--- config.mk ---
export PLATFORM = sky130hd
export DESIGN_NAME = accum_scan_calc
export DESIGN_NICKNAME = d
export VERILOG_FILES = /design/src/rtl/accum_scan_calc.sv
export SDC_FILE = /design/constraint.sdc
export NUM_CORES = 1
export LEC_CHECK = 0
export ABC_AREA = 1
export CORE_MARGIN = 3
export CORE_UTILIZATION = 58
export CTS_BUF_LIST = sky130_fd_sc_hd__clkbuf_4 sky130_fd_sc_hd__clkbuf_8
export DETAILED_ROUTE_END_ITERATION = 12
export MAX_ROUTING_LAYER = met4
export PLACE_DENSITY_LB_ADDON = 0.05
export SLEW_MARGIN = 20
export SYNTH_ARGS = -nofsm -noshare
export SYNTH_HDL_FRONTEND = slang
export SYNTH_SLANG_ARGS = --single-unit
--- constraint.sdc ---
create_clock -name clk -period 2.25 [get_ports clk]
set_input_delay 0.675 -clock clk [delete_from_list [all_inputs] [get_ports clk]]
set_output_delay 0.675 -clock clk [all_outputs]
set_load 0.005 [all_outputs]
--- src/rtl/accum_scan_calc.sv ---
// ---------------------------------------------------------------------------
// accum_scan_calc
//
// Push-button accumulator calculator with a multiplexed hex display.
// A raw "execute" button is synchronized, debounced and turned into a
// single-cycle enable pulse per press. Each pulse adds or subtracts the
// operand into a W-bit accumulator and can set a sticky overflow/borrow
// flag. The accumulator is shown on DIGITS active-low seven-segment digits,
// which are scanned one at a time.
//
// Parameters
//   W          accumulator / operand width (4..16)
//   DIGITS     number of hex digits on the display (DIGITS*4 >= W)
//   SCAN_DIV   clock cycles each digit stays enabled (>= 2)
//   DEB_CYCLES consecutive stable cycles to accept a button change (>= 1)
//
// Ports
//   clk      system clock, rising edge
//   rst      synchronous, active-low reset
//   btn      raw asynchronous push-button
//   op       0 = add, 1 = subtract (sampled with the enable pulse)
//   clr      synchronous accumulator clear (wins over a coincident press)
//   operand  W-bit operand (sampled with the enable pulse)
//   value    accumulator register
//   ovf_led  sticky overflow / borrow flag
//   seg      active-low segments {g,f,e,d,c,b,a}
//   an       active-low one-hot digit enables, an[i] shows nibble i
// ---------------------------------------------------------------------------
module accum_scan_calc #(
    parameter int W          = 8,
    parameter int DIGITS     = 2,
    parameter int SCAN_DIV   = 100000,
    parameter int DEB_CYCLES = 4
) (
    input  logic              clk,
    input  logic              rst,
    input  logic              btn,
    input  logic              op,
    input  logic              clr,
    input  logic [W-1:0]      operand,
    output logic [W-1:0]      value,
    output logic              ovf_led,
    output logic [6:0]        seg,
    output logic [DIGITS-1:0] an
);

    localparam int DC_W = (DEB_CYCLES > 1) ? $clog2(DEB_CYCLES) : 1;
    localparam int SC_W = $clog2(SCAN_DIV);
    localparam int IX_W = (DIGITS > 1) ? $clog2(DIGITS) : 1;
    localparam int XW   = DIGITS * 4;

    localparam logic [DC_W-1:0] DEB_LAST  = DC_W'(DEB_CYCLES - 1);
    localparam logic [SC_W-1:0] SCAN_LAST = SC_W'(SCAN_DIV - 1);
    localparam logic [IX_W-1:0] IDX_LAST  = IX_W'(DIGITS - 1);

    generate
        if (DIGITS * 4 < W) begin : g_bad_digits
            $error("accum_scan_calc: DIGITS*4 must be >= W");
        end
    endgenerate

    // -----------------------------------------------------------------------
    // Button synchronizer and debouncer
    // -----------------------------------------------------------------------
    logic            s1, s2;
    logic            deb, deb_q;
    logic [DC_W-1:0] deb_cnt;
    logic            enb;

    // NOTE: every register uses non-blocking assignment so all flops sample
    // the pre-edge values; blocking here would collapse s1/s2 into one stage.
    always_ff @(posedge clk) begin
        if (!rst) begin
            s1 <= 1'b0;
            s2 <= 1'b0;
        end else begin
            s1 <= btn;
            s2 <= s1;
        end
    end

    // The counter only runs while the synchronized level disagrees with the
    // accepted level; any agreeing cycle restarts the stability window.
    always_ff @(posedge clk) begin
        if (!rst) begin
            deb     <= 1'b0;
            deb_q   <= 1'b0;
            deb_cnt <= '0;
        end else begin
            deb_q <= deb;
            if (s2 != deb) begin
                if (deb_cnt == DEB_LAST) begin
                    deb     <= s2;
                    deb_cnt <= '0;
                end else begin
                    deb_cnt <= deb_cnt + 1'b1;
                end
            end else begin
                deb_cnt <= '0;
            end
        end
    end

    // Rising edge of the accepted level: one pulse per press, none on release.
    assign enb = deb & ~deb_q;

    // -----------------------------------------------------------------------
    // Accumulator
    // -----------------------------------------------------------------------
    logic [W-1:0] acc;
    logic         ovf;
    logic [W:0]   sum;
    logic [W-1:0] diff;
    logic         borrow;

    // NOTE: combinational blocks assign every output first so no path can
    // leave a value unassigned and infer a latch.
    always_comb begin
        sum    = {1'b0, acc} + {1'b0, operand};
        diff   = acc - operand;
        borrow = (operand > acc);
    end

    always_ff @(posedge clk) begin
        if (!rst) begin
            acc <= '0;
            ovf <= 1'b0;
        end else if (clr) begin
            // A press landing in the same cycle is dropped, not queued.
            acc <= '0;
            ovf <= 1'b0;
        end else if (enb) begin
            if (!op) begin
                acc <= sum[W-1:0];
                ovf <= ovf | sum[W];
            end else begin
                acc <= diff;
                ovf <= ovf | borrow;
            end
        end
    end

    assign value   = acc;
    assign ovf_led = ovf;

    // -----------------------------------------------------------------------
    // Display scan
    // -----------------------------------------------------------------------
    logic [SC_W-1:0] scan_cnt;
    logic [IX_W-1:0] idx;

    always_ff @(posedge clk) begin
        if (!rst) begin
            scan_cnt <= '0;
            idx      <= '0;
        end else if (scan_cnt == SCAN_LAST) begin
            scan_cnt <= '0;
            idx      <= (idx == IDX_LAST) ? '0 : idx + 1'b1;
        end else begin
            scan_cnt <= scan_cnt + 1'b1;
        end
    end

    function automatic logic [6:0] hex_glyph(input logic [3:0] n);
        logic [6:0] g;
        case (n)
            4'h0:    g = 7'b1000000;
            4'h1:    g = 7'b1111001;
            4'h2:    g = 7'b0100100;
            4'h3:    g = 7'b0110000;
            4'h4:    g = 7'b0011001;
            4'h5:    g = 7'b0010010;
            4'h6:    g = 7'b0000010;
            4'h7:    g = 7'b1111000;
            4'h8:    g = 7'b0000000;
            4'h9:    g = 7'b0010000;
            4'hA:    g = 7'b0001000;
            4'hB:    g = 7'b0000011;
            4'hC:    g = 7'b1000110;
            4'hD:    g = 7'b0100001;
            4'hE:    g = 7'b0000110;
            default: g = 7'b0001110;
        endcase
        return g;
    endfunction

    logic [XW-1:0]     acc_ext;
    logic [3:0]        nibble;
    logic [6:0]        seg_next;
    logic [DIGITS-1:0] an_next;

    always_comb begin
        acc_ext  = XW'(acc);
        nibble   = 4'(acc_ext >> (4 * idx));
        seg_next = hex_glyph(nibble);
        an_next  = ~(DIGITS'(1) << idx);
    end

    // Registered display outputs; reset shows digit 0 with a "0" glyph.
    always_ff @(posedge clk) begin
        if (!rst) begin
            seg <= 7'b1000000;
            an  <= ~DIGITS'(1);
        end else begin
            seg <= seg_next;
            an  <= an_next;
        end
    end

endmodule

# Word-level counts from Yosys, hierarchy flattened
# Memories as Yosys holds them, arrays and structs flattened. A register that Yosys moved wholly into a read port is not among the register bits.
# Cells that the tools add are included.
[totals]
register_bits = 35
latchBits = 0
ramBits = 0
romBits = 112
output_inout_bits = 18
wordCells = 37
mem_count = 1
[classes]
add_sub_neg = 5
mul = 0
div = 0
n_lt_le_gt_ge = 1
eq_ne = 3
n_shift = 2
n_mux = 3
bitwise = 7
n_reduce_logical = 5
[memory_table]
columns = ["memory", "depth", "word_bits", "rd", "rd_ports_with_merged_regs", "write_ports", "line", "source"]
rows = [
  ["(name not given)", 16, 7, 1, 1, 0, "166", "case (n)"],
]
[ops]
columns = ["op", "count"]
rows = [
  ["adder 17 x 1 -> 17 bit, second input constant", 1],
  ["equality test 17 bit, second input constant", 1],
  ["adder 8 x 8 -> 9 bit", 1],
  ["greater-than comparator 8 bit", 1],
  ["2-to-1 mux 8 bit", 1],
  ["right shift 8 x 3 -> 4 bit", 1],
  ["subtractor 8 bit", 1],
  ["OR reduction 2 bit", 2],
  ["NOT 1 bit", 3],
  ["OR reduction 3 bit", 1],
  ["adder 2 x 1 -> 2 bit, second input constant", 1],
  ["equality test 2 bit, second input constant", 1],
  ["2-to-1 mux 1 bit", 2],
  ["NOT 2 bit", 1],
  ["bitwise OR 1 bit", 2],
  ["AND reduction 2 bit", 1],
  ["left shift 1 x 1 -> 2 bit, first input constant", 1],
  ["adder 1 bit, second input constant", 1],
  ["AND 1 bit", 1],
  ["logical NOT 1 bit", 1],
  ["!= test 1 bit", 1],
]

# Depth between registers and ports, before layout
# Gate-level depths: netlist of the first run.
[logic_depth]
word_depth = 3
mapped_depth = 15
ltp_nobuf = 14

# Worst setup path after synthesis of the first run
# No wires, ideal clock.
[synth_path]
path_kind = "in2reg"
start = "in operand[0]"
end = "reg acc[4], in the netlist value[4]"
arrival_time_ps = 1818
required_time_ps = 2135
slack_ps = 317
path_stages = 11
cell_sequence = "ha_1 > inv_1 > fa_1 > inv_1 > nand3_1 > nand2_1 > nand2_1 > o21ai_0 > o21ai_0 > o21ai_0 > inv_1"
[synth_via]
elab_chain_cells = 2
elab_cells_between_ends = 3
[synth_rtl]
columns = ["item", "line", "source"]
rows = [
  ["from (decl)", "40", "input logic [W-1:0] operand,"],
  ["adder 8 x 8 -> 9 bit / subtractor 8 bit (equally long branches)", "119, 120", ""],
  ["2-to-1 mux 8 bit (*)", "133", "if (!op) begin"],
  ["to (signal assigned)", "134", "acc <= sum[W-1:0];"],
  ["to (signal assigned)", "137", "acc <= diff;"],
  ["to (decl)", "110", "logic [W-1:0] acc;"],
]
# Mark *: on every way between the ends. The rest lies on a longest branch, timed or not.
# A chain may end at the register's enable or synchronous reset.

# Worst setup path in the final report of the first run
[layout_path]
start = "in operand[0]"
end = "reg ovf, in the netlist ovf_led"
[layout_via]
elab_chain_cells = 3
elab_cells_between_ends = 5
[layout_rtl]
columns = ["item", "line", "source"]
rows = [
  ["adder 8 x 8 -> 9 bit / greater-than comparator 8 bit (equally long branches)", "119, 121", ""],
  ["bitwise OR 1 bit, on equally long branches", "135, 138", ""],
  ["2-to-1 mux 1 bit (*)", "133", ""],
  ["to (signal assigned)", "135", "ovf <= ovf | sum[W];"],
  ["to (signal assigned)", "138", "ovf <= ovf | borrow;"],
  ["to (decl)", "111", "logic ovf;"],
]
# Marks and branches as above.

==> flow_summary.toml, run 1 <==
[status]
outcome = "completed"

[placement]
io_buffers = 30
post-place-cells = 493
gp_congestion = 0.938
dpl.hpwl_um = 4720

[timing]
holdWs_ns = 0.412
fin_crit_ns = 2.21
slew_violations = 0
worst_pin_slew_ns = 0.438
period_share_pct = 98.1
relSlewSlack_pct = 70.8
hold_viol_final = 0
finalSetupViolations = 0
finalClockSkew_ns = 0.00408
max_freq_ghz = 0.453

[global_route]
grt_pass1_wl_um = 10200
grt_max_degree = 18
grtUsageTotal_pct = 24.3
overflow = 0
antenna_found_initial = 0
grt_pass1_vias = 2426

[drt]
drt_first_pass_iters = 4
wl_met2_um = 3260
vias_per_cell = 5.23
top_layer_used = "met4"
dr_wl_met3_um = 217
m1WireLength_um = 2740
drtAntennaViolNets = 0
drc = 0
finalWirelength_um = 6360
via_count = 2635
drtIter0Drc = 133
wl_per_cell_um = 12.6

[layout]
area_growth_pct = 24.0
final_common_cell = "nand2_1"
final_cell_mix = "nand2_1 (90), inv_1 (72), dfxtp_1 (42)"
nets = 490
multiInputGateArea_um2 = 1640
num_antenna_cells = 0
final_core_util_pct = 76.4
drive_gt1_share_pct = 12.8
fin_cells = 504
register_area_um2 = 841
nFillCells = 372

[synth]
synth_top_family_by_area = "simple AND/OR/NAND/NOR gates"
synth_seq_cells = 42
synth_ff_type = "dfxtp_1"
synth_compound_area_share_pct = 12.0
syn_avg_cell_area_um2 = 6.88
netlist_area_um2 = 2740
synthAdderAreaFrac_pct = 12.4
async_reset_ff_share_pct = 0
ys_warn_count = 0
seq_area_frac_synth_pct = 30.7
synthMuxAreaShare_pct = 0
yosys.area_share.simple_pct = 31.7
syn_inst = 398
synth_edf_count = 0
syn_nets = 437
synth-xor-area-share_pct = 1.28
yosysUniqueCellTypes = 38

[worst_setup_path]
critical_path_class = "input port to flip-flop"
crit_arrival_ns = 2.41
crit_path_end_kind = "flip-flop"
start_kind = "input port"
worstPathRequired_ns = 2.45
path_max_fanout = 2

[clock_network]
path_clk_slew_ns = 0.08
htree_levels = 2
cts_buffers = 5
insertion_delay_ns = 0.29
clock-sinks = 42
cts_root_buffer = "clkbuf_8"
clock_path_buffers = 2
cts_tree = "yes"

[floorplan]
die_y_um = 74.7
rows = 24
boundaryPins = 31
initial_core_util_pct = 61.6
coreArea_um2 = 4440
dieArea_um2 = 5580
die_w_um = 74.7

[power]
p_leak_nw = 1.61
p_per_area_nw_per_um2 = 415
p_total_w = 0.00141
ir_drop_uv = 451

[job]
maxCapViolations = 0

[min_path]
hp-class = "flip-flop to flip-flop"
logic make-up after synthesis:
group / count (synthesis)
xor gates and xnor gates: 4
buffers and inverters: 83
adders and majority gates: 26
DFF: 42
AOI/OAI and AO/OA: 58
and+or+nand+nor: 185
report_power, final:
part	total (W)	switching [W]	internal (W)
Combinational	0.000147	0.0000760	0.0000706
Clock	0.000509	0.000249	0.000260
Sequential	0.000754	0.00000510	0.000749
registers in the layout, summed over array words and instances, names as in the netlist, 2 cells and up:
signal,flops
scan_cnt,17
value,8
seg,7
an,2
deb_cnt,2
area by class of cell:
cell class              count  area share (%)
repair buffers             52            13.7
multi-input cells         273            48.3
well taps                  52            1.92
inverters                  77            8.51
clock inverters             1           0.147
clock buffers               7            2.65
flip-flops and latches     42            24.8
critical path, cell delays in order:
cell and delay, ns:
clkdlybuf4s50_1 0.48, ha_2 0.19, inv_1 0.05, fa_2 0.34, inv_2 0.07, nand4_1 0.08
nand3_1 0.11, nand2_1 0.08, nand2_1 0.07, nand3_1 0.07, a21oi_1 0.20
cell usage after synthesis, types with 2 or more instances:
library cell,count,area [um^2]
nand2_1,90,338
inv_1,74,278
dfxtp_1,42,841
nor2_1,32,120
a21oi_1,30,150
nand3_1,28,140
ha_1,24,300
o21ai_0,15,75.1
nand4_1,10,62.6
a211oi_1,5,37.5
nor3_1,4,20.0
or2_0,4,25.0
buf_2,3,15.0
xor2_1,3,26.3
a31oi_1,2,12.5
fa_1,2,40.0
inv_2,2,7.51
nand2_4,2,22.5
nand3_2,2,20.0
nor2_2,2,12.5
nor2_4,2,22.5
nor3_4,2,32.5
nor3b_1,2,15.0
o21a_1,2,15.0
per-stage QoR:
step	worst slack, ns	setup TNS [ns]	cell area (um^2)
finish	0.0426	0	3390
global route	-0.0745	-0.0865	3390
CTS	0.0172	0	3300
detailed placement	-0.292	-1.60	3210
global placement	-0.244	-1.32	3210
floorplan	0.317	0	2740
final timing paths:
path	from	to	slack [ns]	cells after the start
worst max-delay path	operand[0]	ovf_led	0.04	11
worst min-delay path	s1	s2	0.41	2
worst max register to register	value[0]	ovf_led	0.47	10
worst min register to register	s1	s2	0.41	2
per-layer routing:
| metal | up-vias | track usage, % |
|---|---|---|
| met5 | - | - |
| met4 | 0 | 9.88 |
| met3 | 18 | 4.01 |
| met2 | 63 | 42.1 |
| met1 | 1189 | 27.8 |
| li1 | 1365 | - |
what timing repair did:
action | CTS | global route
resized for setup | 0 | 19
hold buffers | 0 | 0
hold endpoints to repair | 0 | 0
endpoints found under the setup margin | 0 | 6
setup buffers | 0 | 3
Note: power is estimated with default switching activity, not from simulation.
==> inputs of run 2 (changes only) <==
Settings changed: ABC_CLOCK_PERIOD_IN_PS set to 2250, SLEW_MARGIN 20 to unset.
==> results of run 2 <==
No change in the layout: final DEF, timing and power equal those of run 1.
